File: src/rtl/i2c_arb_pkg.sv
// ---------------------------------------------------------------------------
// i2c_arb_pkg
// Shared types and helpers for the I2C configuration arbiter.
//   arbState_t  : arbiter FSM states
//   I2C_WORD_W  : width of one controller transfer word
//   *_MSB/*_LSB : field positions inside a transfer word
//   rrNext()    : round-robin winner search starting after the last grant
// ---------------------------------------------------------------------------
package i2c_arb_pkg;

   typedef enum logic [2:0] {
      ST_IDLE,
      ST_LAUNCH,
      ST_WAIT_END,
      ST_GAP,
      ST_DONE
   } arbState_t;

   localparam int unsigned I2C_WORD_W = 24;
   localparam int unsigned SLAVE_MSB  = 23;
   localparam int unsigned SLAVE_LSB  = 16;
   localparam int unsigned SUB_MSB    = 15;
   localparam int unsigned SUB_LSB    = 8;
   localparam int unsigned DATA_MSB   = 7;
   localparam int unsigned DATA_LSB   = 0;

   // Scans last+1, last+2, ... (mod n) and returns the first pending index.
   // Returns last unchanged when nothing is pending; callers gate on |req.
   function automatic logic [2:0] rrNext(input logic [7:0]  req,
                                         input logic [2:0]  last,
                                         input int unsigned n);
      logic [2:0]  pick;
      logic        found;
      int unsigned idx;
      pick  = last;
      found = 1'b0;
      for (int unsigned i = 1; i <= 8; i++) begin
         if (i <= n) begin
            idx = {29'b0, last} + i;
            if (idx >= n) idx = idx - n;
            if (!found && req[idx[2:0]]) begin
               pick  = idx[2:0];
               found = 1'b1;
            end
         end
      end
      return pick;
   endfunction

endpackage

File: src/rtl/i2c_tick_gen.sv
// ---------------------------------------------------------------------------
// i2c_tick_gen
// Divides iCLK down to the I2C controller work clock and flags the iCLK
// cycle in which that clock is about to rise (the "tick").
//   iCLK    : system clock
//   iRST_N  : asynchronous active-low reset
//   oCLK    : controller work clock, half period CLK_FREQ/(2*I2C_FREQ) cycles
//   oTICK   : high for the one iCLK cycle whose edge drives oCLK 0->1
// ---------------------------------------------------------------------------
module i2c_tick_gen #(
   parameter int unsigned CLK_FREQ = 50000000,
   parameter int unsigned I2C_FREQ = 20000
) (
   input  logic iCLK,
   input  logic iRST_N,
   output logic oCLK,
   output logic oTICK
);

   localparam int unsigned HALF = CLK_FREQ / (2 * I2C_FREQ);
   localparam int unsigned CW   = (HALF > 1) ? $clog2(HALF) : 1;
   localparam logic [CW-1:0] LAST = CW'(HALF - 1);

   logic [CW-1:0] cnt;
   logic          wrap;

   assign wrap  = (cnt == LAST);
   assign oTICK = wrap & ~oCLK;

   always_ff @(posedge iCLK or negedge iRST_N) begin
      if (!iRST_N) begin
         cnt  <= '0;
         oCLK <= 1'b0;
      end else if (wrap) begin
         cnt  <= '0;
         oCLK <= ~oCLK;
      end else begin
         cnt  <= cnt + 1'b1;
      end
   end

endmodule

File: src/rtl/i2c_cfg_arbiter.sv
// ---------------------------------------------------------------------------
// i2c_cfg_arbiter
// Shares one I2C_Controller between N_REQ configuration requesters with
// round-robin arbitration, NACK/timeout retry and per-requester completion.
//   iCLK, iRST_N   : system clock, asynchronous active-low reset
//   iREQ           : per-requester pending flag, held until its oDONE
//   iREQ_DATA      : slice i = {slave_addr, sub_addr, data}
//   oGNT           : one-hot owner of the controller
//   oDONE / oERR   : one-cycle completion pulse, oERR = retries exhausted
//   oBUSY          : transfer in progress
//   oI2C_CTRL_CLK  : controller work clock
//   oI2C_DATA      : latched transfer word to controller
//   oI2C_GO        : controller start
//   iI2C_END       : controller finished
//   iI2C_ACK       : 1 = slave NACKed
// ---------------------------------------------------------------------------
module i2c_cfg_arbiter
   import i2c_arb_pkg::*;
#(
   parameter int unsigned N_REQ         = 2,
   parameter int unsigned CLK_FREQ      = 50000000,
   parameter int unsigned I2C_FREQ      = 20000,
   parameter int unsigned MAX_RETRY     = 3,
   parameter int unsigned TIMEOUT_TICKS = 64
) (
   input  logic                          iCLK,
   input  logic                          iRST_N,
   input  logic [N_REQ-1:0]              iREQ,
   input  logic [I2C_WORD_W*N_REQ-1:0]   iREQ_DATA,
   output logic [N_REQ-1:0]              oGNT,
   output logic [N_REQ-1:0]              oDONE,
   output logic [N_REQ-1:0]              oERR,
   output logic                          oBUSY,
   output logic                          oI2C_CTRL_CLK,
   output logic [I2C_WORD_W-1:0]         oI2C_DATA,
   output logic                          oI2C_GO,
   input  logic                          iI2C_END,
   input  logic                          iI2C_ACK
);

   localparam int unsigned TW = $clog2(TIMEOUT_TICKS + 1);

   arbState_t             state, stateNext;
   logic [2:0]            winner, winnerNext;
   logic [2:0]            lastGnt, lastGntNext;
   logic [3:0]            retryCnt, retryNext;
   logic [TW-1:0]         timer, timerNext, timerInc;
   logic                  errFlag, errFlagNext;
   logic [I2C_WORD_W-1:0] dataNext;
   logic                  goNext, busyNext;
   logic [N_REQ-1:0]      gntNext, doneNext, errNext;
   logic [7:0]            reqPad;
   logic [2:0]            pick;
   logic                  tick;

   i2c_tick_gen #(
      .CLK_FREQ (CLK_FREQ),
      .I2C_FREQ (I2C_FREQ)
   ) uTickGen (
      .iCLK   (iCLK),
      .iRST_N (iRST_N),
      .oCLK   (oI2C_CTRL_CLK),
      .oTICK  (tick)
   );

   always_ff @(posedge iCLK or negedge iRST_N) begin
      if (!iRST_N) begin
         state     <= ST_IDLE;
         winner    <= '0;
         lastGnt   <= 3'(N_REQ - 1);
         retryCnt  <= '0;
         timer     <= '0;
         errFlag   <= 1'b0;
         oI2C_DATA <= '0;
         oI2C_GO   <= 1'b0;
         oGNT      <= '0;
         oBUSY     <= 1'b0;
         oDONE     <= '0;
         oERR      <= '0;
      end else begin
         state     <= stateNext;
         winner    <= winnerNext;
         lastGnt   <= lastGntNext;
         retryCnt  <= retryNext;
         timer     <= timerNext;
         errFlag   <= errFlagNext;
         oI2C_DATA <= dataNext;
         oI2C_GO   <= goNext;
         oGNT      <= gntNext;
         oBUSY     <= busyNext;
         oDONE     <= doneNext;
         oERR      <= errNext;
      end
   end

   always_comb begin
      stateNext   = state;
      winnerNext  = winner;
      lastGntNext = lastGnt;
      retryNext   = retryCnt;
      timerNext   = timer;
      errFlagNext = errFlag;
      dataNext    = oI2C_DATA;
      goNext      = oI2C_GO;
      gntNext     = oGNT;
      busyNext    = oBUSY;
      doneNext    = '0;
      errNext     = '0;
      reqPad      = '0;
      reqPad[N_REQ-1:0] = iREQ;
      pick        = rrNext(reqPad, lastGnt, N_REQ);
      timerInc    = timer + 1'b1;

      unique case (state)
         ST_IDLE: begin
            if (tick && (|iREQ)) begin
               winnerNext = pick;
               gntNext    = '0;
               for (int unsigned i = 0; i < N_REQ; i++) begin
                  if (pick == 3'(i)) begin
                     gntNext[i] = 1'b1;
                     dataNext   = iREQ_DATA[i*I2C_WORD_W +: I2C_WORD_W];
                  end
               end
               busyNext  = 1'b1;
               retryNext = '0;
               stateNext = ST_LAUNCH;
            end
         end
         ST_LAUNCH: begin
            if (tick) begin
               goNext    = 1'b1;
               timerNext = '0;
               stateNext = ST_WAIT_END;
            end
         end
         ST_WAIT_END: begin
            if (tick) begin
               timerNext = timerInc;
               // END is checked before the timeout so a late END still wins.
               if (iI2C_END && !iI2C_ACK) begin
                  goNext      = 1'b0;
                  errFlagNext = 1'b0;
                  stateNext   = ST_DONE;
               end else if (iI2C_END || (timerInc >= TW'(TIMEOUT_TICKS))) begin
                  goNext = 1'b0;
                  if (retryCnt < 4'(MAX_RETRY)) begin
                     retryNext = retryCnt + 1'b1;
                     stateNext = ST_GAP;
                  end else begin
                     errFlagNext = 1'b1;
                     stateNext   = ST_DONE;
                  end
               end
            end
         end
         ST_GAP: begin
            if (tick) stateNext = ST_LAUNCH;
         end
         ST_DONE: begin
            for (int unsigned i = 0; i < N_REQ; i++) begin
               doneNext[i] = (winner == 3'(i));
            end
            errNext     = doneNext & {N_REQ{errFlag}};
            gntNext     = '0;
            busyNext    = 1'b0;
            lastGntNext = winner;
            stateNext   = ST_IDLE;
         end
         default: stateNext = ST_IDLE;
      endcase
   end

endmodule

File: config.mk
export PLATFORM = sky130hd
export DESIGN_NAME = i2c_cfg_arbiter
export DESIGN_NICKNAME = d
export VERILOG_FILES = /design/src/rtl/i2c_arb_pkg.sv /design/src/rtl/i2c_tick_gen.sv /design/src/rtl/i2c_cfg_arbiter.sv
export SDC_FILE = /design/constraint.sdc
export NUM_CORES = 1
export LEC_CHECK = 0
export CAP_MARGIN = 20
export CORE_AREA = 10 10 78 129
export DETAILED_ROUTE_END_ITERATION = 6
export DIE_AREA = 0 0 88 139
export GPL_TIMING_DRIVEN = 0
export PLACE_DENSITY = 0.76
export SLEW_MARGIN = 40
export SYNTH_ARGS = -nofsm -noshare
export SYNTH_HDL_FRONTEND = slang
export SYNTH_SLANG_ARGS = --single-unit
File: constraint.sdc
create_clock -name iCLK -period 3.43 [get_ports iCLK]
set_input_delay 0.5145 -clock iCLK [delete_from_list [all_inputs] [get_ports iCLK]]
set_output_delay 0.5145 -clock iCLK [all_outputs]
set_load 0.01 [all_outputs]
Yosys cells after proc, flatten, opt, wreduce, memory -nomap -nowiden
Cells that the tools add are included.
- bitwise logic cells: 3
- add/subtract/negate cells: 7
- muxes and demuxes: 45
- reduce and logical (&&, ||, !) cells: 23
- equal/unequal tests: 16
- $lt $le $gt $ge: 6
- operator list (cell ; count):
    24-bit two-way mux ; 2
    3-bit two-way mux ; 11
    4-bit two-way mux ; 5
    2-bit != test, second input constant ; 8
    7-bit two-way mux ; 2
    7-bit one-hot mux with 2 select lines ; 1
    1-bit two-way mux ; 13
    3-bit one-hot mux with 4 select lines ; 1
    11-bit by 1-bit adder with 11-bit output, second input constant ; 1
    11-bit equality test, second input constant ; 1
    11-bit two-way mux ; 1
    2-bit nonzero test ; 5
    3-bit by 1-bit equality test with 1-bit output, second input constant ; 3
    3-bit logical NOT ; 3
    4-bit by 2-bit greater-or-equal comparator with 1-bit output, second input constant ; 2
    3-bit by 4-bit less-than comparator with 1-bit output, second input constant ; 2
    4-bit one-hot mux with 2 select lines ; 1
    4-bit AND reduction ; 2
    7-bit by 1-bit adder with 7-bit output, second input constant ; 1
    7-bit greater-or-equal comparator, second input constant ; 1
    1-bit binary-select mux with 3-bit select ; 2
    3-bit by 2-bit equality test with 1-bit output, second input constant ; 2
    2-bit two-way mux ; 3
    3-bit AND reduction ; 2
    19 further kinds ; 25
- output and inout port bits: 33
- register bits: 65
- word-level logic and storage cells: 114
- input port bits: 54

Longest topological paths before layout
- word-level depth: 13
- gate-level depth with buffers: 11
- depth with buffers taken out: 7

Hierarchy
From an unflattened synthesis, not the netlist that was laid out.
- cell total of the unflattened synthesis: 284
- area total of the unflattened synthesis: 3320.7 um^2
- by module, submodules not included (module ; area each (um^2) ; seq. area each (um^2) ; cells each ; instances):
    i2c_cfg_arbiter ; 2752.6 ; 1327.5 ; 232 ; 1
    i2c_tick_gen ; 568.0 ; 300.3 ; 52 ; 1

Least setup slack after synthesis
Ideal clock, no wire load.
- path kind: flip-flop to flip-flop
- start point: reg lastGnt[0]
- end point: reg oI2C_DATA[0]
- required time: 3.305 ns
- library setup time: 0.125 ns
- period minus slack after synthesis: 2.872 ns
- buffers on the path: 4
- setup slack: 0.558 ns
- stages on the path, launching flop included: 11
- arrival time: 2.747 ns
- cells stage by stage: dfstp_2 buf_4 clkinv_1 clkbuf_1 ha_1 o211ai_2 o31ai_1 o221a_2 buf_6 buf_12 mux2_4
- cells in the longest elaborated chain, start to end: 12
- elaborated cells on any way between the ends: 22
- classes of those cells: add/sub: 4; order compare: 2; eq/ne: 1; mux: 10; reduce/logical: 5
- RTL lines (item ; RTL line ; RTL):
    from (decl) ; i2c_cfg_arbiter.sv:45 ; logic [2:0] lastGnt, lastGntNext;
    from (signal assigned) ; i2c_cfg_arbiter.sv:70 ; lastGnt <= 3'(N_REQ - 1);
    from (signal assigned) ; i2c_cfg_arbiter.sv:83 ; lastGnt <= lastGntNext;
    3-bit by 1-bit adder with 4-bit output ; i2c_arb_pkg.sv:39 ; idx = {29'b0, last} + i;
    4-bit by 2-bit greater-or-equal comparator with 1-bit output / 3-bit by 2-bit subtractor with 3-bit output (equally long branches) ; i2c_arb_pkg.sv:40 ; if (idx >= n) idx = idx - n;
    3-bit two-way mux ; i2c_arb_pkg.sv:40 ;
    1-bit binary-select mux with 3-bit select ; i2c_arb_pkg.sv:41 ; if (!found && req[idx[2:0]]) begin
    1-bit two-way mux (not written as such) ; i2c_arb_pkg.sv:41 ;
    1-bit two-way mux ; i2c_arb_pkg.sv:41 ;
    1-bit logical NOT ; i2c_arb_pkg.sv:41 ;
    1-bit logical AND ; i2c_arb_pkg.sv:41 ;
    3-bit two-way mux * ; i2c_arb_pkg.sv:41 ;
    3-bit by 1-bit equality test with 1-bit output / 3-bit logical NOT (equally long branches) ; i2c_cfg_arbiter.sv:120 ; if (pick == 3'(i)) begin
    2-bit nonzero test (no line) ; - ;
    3-bit AND reduction (no line) ; - ;
    to (signal assigned) ; i2c_cfg_arbiter.sv:87 ; oI2C_DATA <= dataNext;
    to (decl) ; i2c_cfg_arbiter.sv:35 ; output logic [I2C_WORD_W-1:0] oI2C_DATA,
Mark *: on every way between the ends. The rest lies on a longest branch, timed or not. The select of a mux whose other input is x is not followed.
A chain may end at the register's enable or synchronous reset.

Worst setup path in the final report
- start point: reg lastGnt[0]
- end point: reg oI2C_DATA[8]
The elaborated chain is that of the path after synthesis.

==> results.txt <==
The run finished with clean final reports. The max capacitance violation total came out at 0. The register bit count reported by yosys came out at 65.

The die width is 88 um. The unique cell type count in the Yosys netlist is 59. Once detail routing completed, the nets flagged for antenna violations numbered 0. The fraction of the cycle the final worst path needs came out at between 90% and 100%.

The critical path starts at lastGnt[0]. The number of port buffers is 85. TritonCTS built the clock tree. The clock passes through at most 2 buffers. The average instance in the mapped netlist occupies 10.74 um2. The total power divided by cell area came out at 334.1 mW/mm2. The number of nets in the layout came out at 525. The overall global routing resource usage came out at 18.40%. Subtracting the final worst setup slack from the clock period gives between 3 and 4 ns. The setup-violating endpoint count in the final report came out at 0. The die covers 0.01223 mm2.

For this run, the detailed router's first-pass iteration total came to 4. The critical path data required time came out at 3.64 ns. The tightest hold path in the finished design has a slack of 0.1252 ns. By area the synthesized netlist is led by sky130_fd_sc_hd__dfrtp_1 (41%), sky130_fd_sc_hd__mux2_4 (7.7%), sky130_fd_sc_hd__a311o_1 (6.1%). Among all cell types in the netlist, the one instantiated most often is sky130_fd_sc_hd__dfrtp_1. The post-route clock skew came out at 0.007255 ns. The worst setup path is captured at a register. The internal reg-to-reg setup slack came out at between 0.15 and 0.2 ns.

The maximum fanout along the worst path came out at 10. The area share of the largest cell type after synthesis came out at 40.96%. The critical path launch point type is a register.

The fraction of final layout cells sized beyond drive strength 1 came out at 13.36%. The placeable core region is about 0.008 mm2. After detailed routing, the number of vias per cell comes to 6.162.

The maximum clock rate is 307.2 MHz. The peak supply drop came out at between 0.0003 and 0.0004 V. The number of clock buffers added by TritonCTS is 9. After clock tree synthesis, the clock-pin slew on the worst setup and hold paths is 0.05 ns. The number of gates resized after CTS came out at 0. The arrival time of the worst setup path is 3.46 ns. The proportion of synthesized chip area in sequential cells is between 40% and 50%. The number of cells on the worst reg-to-reg path came out at 11. The sum of routed wire length over all layers is about 11 mm. Once the floorplan was initialized, standard cells occupied 49.44% of the core. In this run the clock root is driven by a sky130_fd_sc_hd__clkbuf_16. The final weighted congestion in routability-driven placement came out at 0.8573. The synthesized netlist net count is between 400 and 500. The initial antenna violation count came out at 0. Setup repair after global routing left no endpoint under its margin. The post-CTS setup buffer count came out at 0. In the synthesized netlist, the number of instances is 364. The detailed router placed 3414 vias in this run. The count of pins over their slew limit is 0. The floorplan has 43 rows. Counting flops with a built-in enable in the synthesized netlist gives 0. The area of the mapped netlist came out at between 0.003 and 0.004 mm2. The clock latency reported for the late side of the worst-skew pair is 0.33 ns.

The count of endpoints failing hold in the final timing report is 0. Dividing the detail-routed wire length by the instance count gives 20.31 um. Of all cell types, the one taking the most synthesized area is sky130_fd_sc_hd__dfrtp_1. The maximum number of pins on one net before global-route repair is 35. The number of global-route vias before repair came to roughly 3600. Clock tree synthesis found a total of between 60 and 70 sinks. The tightest slew margin relative to the limit came out at 59.10%.

The most frequently used flop master after synthesis is sky130_fd_sc_hd__dfrtp_1. The die is 139 um tall. In the routed design, unresolved DRC markers number 0. The endpoint of the lowest-slack register-to-register path is oI2C_DATA[8]. The leftover overflow at the end of global routing came out at 0. The analysis attributes to cell leakage a power of 0.002181 uW. The kind of path behind the tightest hold check is input port to async pin. Counting flops with an async set or reset pin after synthesis yields a share of 100.0%. The wire-length estimate of the detail-placed layout is 8.376 mm.

The transition time at the pin with the least slew margin is 0.6113 ns. The number of buffers inserted for hold repair after clock tree synthesis is 0. The Yosys step of the flow raised 0 warnings. The commonest cells after synthesis are sky130_fd_sc_hd__dfrtp_1 (64), sky130_fd_sc_hd__nor2_1 (42), sky130_fd_sc_hd__nor3b_1 (25). The post-synthesis to final-layout area growth came out at 31.71%.

The H-tree level count is 3. In this run the count of I/O pins placed on the die edge is 87. The global-route wire length before repair is 18.32 mm. In this run, the number of DRC markers left after iteration 0 of detailed routing was 220. The critical setup path kind is register to register. The worst register-to-register path begins at lastGnt[0]. The antenna diode count came out at 0. The final standard cell utilization of the core came out at between 60% and 70%.
state kept, by name, summed over array words and instances, names as in the netlist, 2 cells and up:
signal        count
timer             7
oDONE             2
state             3
uTickGen.cnt     11
oGNT              2
oERR              2
retryCnt          4
oI2C_DATA        24
lastGnt           3
winner            3
cell usage in the layout (no fill, tap or decap), drive strengths merged, types with 2 or more instances in the layout:
master,netlist,routed
nor3b,25,25
and3,4,4
ha,10,10
nor4b,3,3
nand3,8,8
o31ai,3,3
and2,7,7
nand2,9,9
a311o,24,24
buf,10,12
inv,7,7
mux2,30,30
a21o,2,2
nor3,5,5
nor2,42,42
nand4,3,3
xnor2,10,10
and4,2,2
dfrtp,64,64
a21oi,7,7
a211oi,2,2
o21ai,6,6
clkdlybuf4s50,0,84
clkbuf,21,34
a32oi,24,24
nor4,4,4
a31oi,2,2
or3,2,2
xor2,4,4
a22o,4,4
how the worst max path moves through the flow:
stage,end
global placement,oERR[0]
finish,oI2C_DATA[8]
CTS,oI2C_DATA[8]
global route,oI2C_DATA[8]
detailed placement,oI2C_DATA[8]
floorplan,oI2C_DATA[0]
routing by layer:
layer / share of wire, % / GRT usage [%] / routed length [um]
met5: 0 / 0 / 0
met4: 2.2 / 7.589 / 252
met3: 5.9 / 4.529 / 659
met2: 53 / 32.88 / 5988
met1: 39 / 19.42 / 4351
worst max-delay path, cell delays in order (launching register included):
cell and delay (ns):
sky130_fd_sc_hd__dfstp_2 0.55, sky130_fd_sc_hd__buf_4 0.17, sky130_fd_sc_hd__clkinvlp_4 0.22, sky130_fd_sc_hd__clkbuf_2 0.28, sky130_fd_sc_hd__ha_1 0.25, sky130_fd_sc_hd__nor3b_1 0.24, sky130_fd_sc_hd__xnor2_1 0.13, sky130_fd_sc_hd__o32ai_1 0.38
sky130_fd_sc_hd__o221a_2 0.28, sky130_fd_sc_hd__buf_6 0.14, sky130_fd_sc_hd__buf_12 0.16, sky130_fd_sc_hd__mux2_4 0.31
layout make-up:
| cell class | instances | area [um2] |
|---|---|---|
| fillers | 636 | 2759 |
| multi-input cells | 260 | 2088 |
| flip-flops and latches | 65 | 1628 |
| repair buffers | 86 | 868.3 |
| clock buffers | 13 | 240.2 |
| plain buffers | 31 | 173.9 |
| well taps | 90 | 112.6 |
| inverters | 8 | 33.78 |
| clock inverters | 1 | 5.005 |
cell families after synthesis:
logic type / count (synthesis) / share of synthesized area [%]
and+or+nand+nor: 119 / 17.25
xor gates and xnor gates: 14 / 3.136
buffers and inverters: 39 / 5.184
AOI/OAI and AO/OA: 86 / 18.78
adders and majority gates: 10 / 3.200
muxes: 31 / 10.82
DFF: 65 / 41.63
report_power, final:
part	total (uW)	internal, uW	switching (uW)
Clock	776	479	297
Combinational	175	97.1	78.2
Sequential	769	769	0.129
Total	1720	1340	375
through the flow:
step	instances	setup slack [ns]	power (uW)	cell area [um2]	setup TNS, ns
3_3_place_gp	539	-0.2935	947.5	4873	-18.59
4_1_cts	554	0.005875	1737	5136	0
2_1_floorplan	364	0.5576	852.8	3910	0
3_5_place_dp	540	0.04798	954.5	4891	0
5_1_grt	554	0.03070	1782	5150	0
6_report	554	0.1747	1720	5150	0
No activity file was read; power rests on OpenSTA's default activity.
